### config.mk
export PLATFORM = sky130hd
export DESIGN_NAME = locking_rr_arbiter
export DESIGN_NICKNAME = d
export VERILOG_FILES = /design/src/rtl/locking_rr_arbiter.sv
export SDC_FILE = /design/constraint.sdc
export NUM_CORES = 1
export LEC_CHECK = 0
export CORE_AREA = 10 10 249 251
export CTS_CLUSTER_SIZE = 16
export DETAILED_ROUTE_END_ITERATION = 8
export DIE_AREA = 0 0 259 261
export PLACE_DENSITY = 0.45
export SYNTH_ARGS = -nofsm -noshare
export SYNTH_HDL_FRONTEND = slang
export SYNTH_SLANG_ARGS = --single-unit
### constraint.sdc
create_clock -name clk -period 2.4 [get_ports clk]
set_clock_uncertainty 0.05 [all_clocks]
set_input_delay 0.48 -clock clk [delete_from_list [all_inputs] [get_ports clk]]
set_output_delay 0.48 -clock clk [all_outputs]
set_load 0.01 [all_outputs]
### src/rtl/locking_rr_arbiter.sv
// locking_rr_arbiter
// N_IN-to-1 stream arbiter with a zero-latency datapath. A beat flagged
// in_has_data opens a BEATS-long message. The grant then locks onto that
// channel until the last beat fires, so messages never interleave.
// Unlocked arbitration is round-robin (RR_MODE=1) or fixed lowest-index
// priority (RR_MODE=0).

module locking_rr_arbiter #(
  parameter int N_IN    = 4,
  parameter int DATA_W  = 128,
  parameter int BEATS   = 4,
  parameter int RR_MODE = 1,
  localparam int IW     = (N_IN > 1) ? $clog2(N_IN) : 1,
  localparam int CW     = $clog2(BEATS)
) (
  input  logic                   clk,
  input  logic                   reset,
  input  logic [N_IN-1:0]        in_valid,
  output logic [N_IN-1:0]        in_ready,
  input  logic [N_IN-1:0]        in_has_data,
  input  logic [N_IN*DATA_W-1:0] in_data,
  output logic                   out_valid,
  input  logic                   out_ready,
  output logic                   out_has_data,
  output logic [DATA_W-1:0]      out_data,
  output logic [IW-1:0]          out_chosen,
  output logic                   out_locked
);

  typedef enum logic {
    ST_UNLOCKED = 1'b0,
    ST_LOCKED   = 1'b1
  } state_t;

  // Counter value of the final beat of a message.
  localparam logic [CW-1:0] LAST_BEAT = CW'(BEATS - 1);

  state_t          r_state;
  state_t          w_state_nxt;
  logic [CW-1:0]   r_cnt;
  logic [CW-1:0]   w_cnt_nxt;
  logic [IW-1:0]   r_lock_idx;
  logic [IW-1:0]   w_lock_idx_nxt;
  logic [IW-1:0]   r_rr_ptr;
  logic [IW-1:0]   w_rr_ptr_nxt;

  logic [IW-1:0]   w_sel_idx;
  logic            w_found;
  logic [IW-1:0]   w_probe_idx;
  int              w_probe;
  logic [IW-1:0]   w_chosen;
  logic            w_fire;

  // Unlocked selection: search the valids starting just after the
  // round-robin pointer, or from index 0 in fixed-priority mode. With no
  // valid, the first index of the search order is presented.
  always_comb begin
    w_found     = 1'b0;
    w_probe     = 0;
    w_probe_idx = '0;
    if (RR_MODE != 0) begin
      w_sel_idx = IW'((int'(r_rr_ptr) + 1) % N_IN);
      for (int k = 1; k <= N_IN; k++) begin
        w_probe     = (int'(r_rr_ptr) + k) % N_IN;
        w_probe_idx = IW'(w_probe);
        if (!w_found && in_valid[w_probe_idx]) begin
          w_found   = 1'b1;
          w_sel_idx = w_probe_idx;
        end else begin
          w_found   = w_found;
        end
      end
    end else begin
      w_sel_idx = '0;
      for (int k = 0; k < N_IN; k++) begin
        w_probe_idx = IW'(k);
        if (!w_found && in_valid[w_probe_idx]) begin
          w_found   = 1'b1;
          w_sel_idx = w_probe_idx;
        end else begin
          w_found   = w_found;
        end
      end
    end
  end

  // While a message is in flight the lock owner is the only candidate.
  always_comb begin
    if (r_state == ST_LOCKED) begin
      w_chosen = r_lock_idx;
    end else begin
      w_chosen = w_sel_idx;
    end
  end

  // Output mux and per-channel ready; ready ignores the channel's own valid.
  always_comb begin
    out_valid    = 1'b0;
    out_has_data = 1'b0;
    out_data     = '0;
    in_ready     = '0;
    for (int i = 0; i < N_IN; i++) begin
      if (w_chosen == IW'(i)) begin
        out_valid    = in_valid[i];
        out_has_data = in_has_data[i];
        out_data     = in_data[i*DATA_W +: DATA_W];
        in_ready[i]  = out_ready;
      end else begin
        in_ready[i]  = 1'b0;
      end
    end
  end

  assign out_chosen = w_chosen;
  assign out_locked = (r_state == ST_LOCKED);
  assign w_fire     = out_valid & out_ready;

  // Next-state logic. Only the first beat of a message moves the pointer.
  // Later beats advance the counter and release the lock on the last one.
  always_comb begin
    w_state_nxt    = r_state;
    w_cnt_nxt      = r_cnt;
    w_lock_idx_nxt = r_lock_idx;
    w_rr_ptr_nxt   = r_rr_ptr;
    case (r_state)
      ST_UNLOCKED: begin
        if (w_fire) begin
          w_rr_ptr_nxt = w_chosen;
          if (out_has_data) begin
            w_state_nxt    = ST_LOCKED;
            w_lock_idx_nxt = w_chosen;
            w_cnt_nxt      = CW'(1);
          end else begin
            w_state_nxt    = ST_UNLOCKED;
          end
        end else begin
          w_rr_ptr_nxt = r_rr_ptr;
        end
      end
      ST_LOCKED: begin
        if (w_fire) begin
          if (r_cnt == LAST_BEAT) begin
            w_state_nxt = ST_UNLOCKED;
            w_cnt_nxt   = '0;
          end else begin
            w_cnt_nxt   = r_cnt + CW'(1);
          end
        end else begin
          w_cnt_nxt = r_cnt;
        end
      end
      default: begin
        w_state_nxt    = ST_UNLOCKED;
        w_cnt_nxt      = '0;
        w_lock_idx_nxt = '0;
        w_rr_ptr_nxt   = IW'(N_IN - 1);
      end
    endcase
  end

  // State registers. The pointer resets to the last channel, so channel 0
  // gets first priority after reset.
  always_ff @(posedge clk or posedge reset) begin
    if (reset) begin
      r_state    <= ST_UNLOCKED;
      r_cnt      <= '0;
      r_lock_idx <= '0;
      r_rr_ptr   <= IW'(N_IN - 1);
    end else begin
      r_state    <= w_state_nxt;
      r_cnt      <= w_cnt_nxt;
      r_lock_idx <= w_lock_idx_nxt;
      r_rr_ptr   <= w_rr_ptr_nxt;
    end
  end

endmodule

==> flow_summary.toml <==
[run_status]
status = "finished with violations"
violations = "setup timing"

[run]
max_cap_viol_count = 0

[route]
wl_per_cell_um = 21.4
route.detailed.drc = 0
route.antenna.remaining_nets = 0
routed-via-count = 9798
drt_iter0_markers = 450
dr.pass1.iters = 5
wirelength_um = 52800
routed_via_density = 3.97

[yosys]
synth_top_area_share_pct = 42.8
netlist_top_cells_area = "nand2_1 43%, and3_1 18%, a31oi_1 18%, clkbuf_1 5.3%, dfrtp_1 2.7%"
synth.distinct_cells = 41
muxShareOfSynthArea_pct = 1.89
syn_area_um2 = 4560
synth_fa_ha_area_share_pct = 0.274
synth_xor_area_share_pct = 0.384
postSynthAreaPerCell_um2 = 4.88
synth_ff_type = "dfrtp_1"
synth_edf_count = 0
yosys.area.top_type = "nand2_1"
ys_seq_area_share_pct = 3.90
synthTopCellsByCount = "520 x nand2_1, 130 x and3_1, 128 x a31oi_1"
synth_nets = 1459
synth_cells = 935
synth_most_common_cell = "nand2_1"
yosys_warnings = 0
synth-simple-area-share_pct = 63.6
synth_compound_area_share_pct = 21.5
synthArstFlopShare_pct = 100
synth-seq-cells = 7
synth_top_family_by_area = "simple AND/OR/NAND/NOR gates"

[global_routing]
grt_overflow = 0
grt_max_degree = 34
grt_pass1_vias = 10300
grt_pass1_wl_um = 70000
grt_use_total_pct = 13.7
antenna_found_initial = 2

[cells_and_area]
drive_gt1_share_pct = 35.2
area_growth_pct = 243
final_util_pct = 27.4
nets = 2228
diodes = 0
fillers = 6262
design_area_um2 = 15600

[power]
power.density_nw_per_um2 = 1690
power_mw = 26.4
power.leakage_nw = 6.44
vdd_ir_drop_max_mv = 0.598

[clock_tree]
h-tree-depth = 1
numClockSinks = 7
numCtsBuffers = 3
cts_tree = "built"
ctsRootBufferMaster = "clkbuf_16"
clk_pin_slew_ns = 0.04
cts_hold_buf = 0
insertion_delay_ns = 0.23
clock_path_buffers = 2

[floorplan]
io_pins = 660
die_w_um = 259
core_um2 = 57100
dieArea_um2 = 67600
die_h_um = 261
initial_core_util_pct = 7.98
rows = 88

[placement]
gp_congestion = 0.862
hpwl_um = 39600
dpl_cell_area_um2 = 13400
port_buffers = 659

[sta]
setup_ws_ns = -0.824
tightest_slew_ns = 0.320
setup_viol = 143
setup_tns_ns = -97.50
min_period_ns = 3.22
max_slew_margin_pct = 78.6
max_freq_mhz = 310
rsz0062_at_grt = "true"
hold_viol = 0
slew_viol_final = 0
fin_crit_sh_pct = 134

[setup_path]
cp_max_fo = 6
critPathLaunchType = "flip-flop"
crit_required_ns = 1.87
end_kind = "output pin"
critPathArrivalTime_ns = 2.69
worstSetupPathType = "flip-flop to output pin"

[worst_hold_path]
hold_class = "flip-flop to flip-flop"
[worst max-delay path, stage by stage (launching register included)]
cell and delay (ns):
dfstp_2 0.61, xor2_2 0.10, a221o_1 0.36, o21ai_4 0.22, buf_12 0.19, buf_16 0.16
buf_12 0.12, buf_6 0.09, buf_6 0.08, nand2_2 0.03, and3_4 0.14, a31oi_4 0.18
buf_12 0.14
[timing repair]
item | in CTS | in global routing
pin swaps | 17 | 41
cloned | 14 | 10
setup endpoints to repair | 143 | 143
resized for setup | 518 | 369
setup buffers | 30 | 60
[worst paths after layout]
| kind | start | endpoint | slack, ns | depth (start not counted) |
|---|---|---|---|---|
| setup / recovery | r_rr_ptr[0] | out_data[8] | -0.82 | 12 |
| hold / removal | r_lock_idx[0] | r_lock_idx[0] | 0.43 | 1 |
| setup reg to reg | r_rr_ptr[0] | r_lock_idx[0] | -0.42 | 11 |
| hold reg to reg | r_lock_idx[0] | r_lock_idx[0] | 0.43 | 1 |
| max in group asynchronous | reset | r_rr_ptr[1] | 1.56 | 2 |
| min in group asynchronous | reset | r_lock_idx[1] | 0.45 | 2 |
[power breakdown]
part	internal [mW]	switching [mW]	leakage [nW]
Sequential	0.193	0.0694	0.0789
Combinational	13.3	12.6	6.32
Clock	0.221	0.0625	0.0382
[area by class of cell]
class                           instances  area, um2  share of cell area, %
Sequential cell                         7        178                   1.14
Clock buffer                            4       78.8                  0.504
Multi-Input combinational cell        833       5600                   35.8
Timing Repair Buffer                  853       8770                   56.1
Inverter                                6       56.3                  0.360
Tap cell                              765        957                   6.12
[cells in the final DEF (no fill, tap or decap), types with 2 or more instances in the layout]
| cell type | netlist | routed |
|---|---|---|
| clkdlybuf4s50_1 | 0 | 519 |
| nand2_1 | 520 | 447 |
| buf_4 | 1 | 91 |
| buf_2 | 18 | 73 |
| a31oi_2 | 0 | 70 |
| and3_1 | 130 | 66 |
| buf_6 | 0 | 65 |
| and3_4 | 0 | 64 |
| nand2_2 | 0 | 61 |
| buf_12 | 0 | 31 |
| a31oi_4 | 0 | 30 |
| a31oi_1 | 128 | 28 |
| clkbuf_2 | 0 | 28 |
| buf_16 | 0 | 20 |
| buf_8 | 0 | 15 |
| clkbuf_16 | 0 | 13 |
| nand2_4 | 0 | 11 |
| nor2_1 | 9 | 6 |
| nand2b_1 | 7 | 5 |
| dfrtp_1 | 5 | 5 |
| inv_1 | 5 | 4 |
| nor2b_1 | 3 | 3 |
| mux2i_4 | 1 | 3 |
| mux2_1 | 3 | 3 |
| nand2b_4 | 0 | 2 |
| or2_4 | 0 | 2 |
| a21boi_4 | 0 | 2 |
| a211oi_1 | 2 | 2 |
| a21oi_1 | 3 | 2 |
| nor2_2 | 0 | 2 |
| dfstp_2 | 2 | 2 |
[kinds of logic after synthesis]
logic type	after synthesis
flip-flops	7
multiplexers	7
AND/OR/NAND/NOR	675
XOR/XNOR	2
adder cells (fa/ha/maj)	1
AO/OA/AOI/OAI	148
buffers and inverters	95
[registers in the layout (all words and copies together), names as in the netlist]
name        count
r_lock_idx      2
out_locked      1
r_cnt           2
r_rr_ptr        2
[per-stage QoR]
| stage | setup slack, ns | hold slack (ns) | instances |
|---|---|---|---|
| 4_1_cts | -1.06 | 0.433 | 2407 |
| 5_1_grt | -0.937 | 0.467 | 2468 |
| 6_report | -0.824 | 0.430 | 2468 |
| 3_5_place_dp | -1.72 | 0.425 | 2359 |
| 3_3_place_gp | -1.68 | 0.420 | 2359 |
| 2_1_floorplan | -0.200 | 0.232 | 935 |
[metal layers]
metal	track usage, %	wire, um
met5	0	27
met2	25.3	27100
met3	4.45	4620
met4	2.29	745
met1	15.2	20400
No activity file was read; power rests on OpenSTA's default activity.
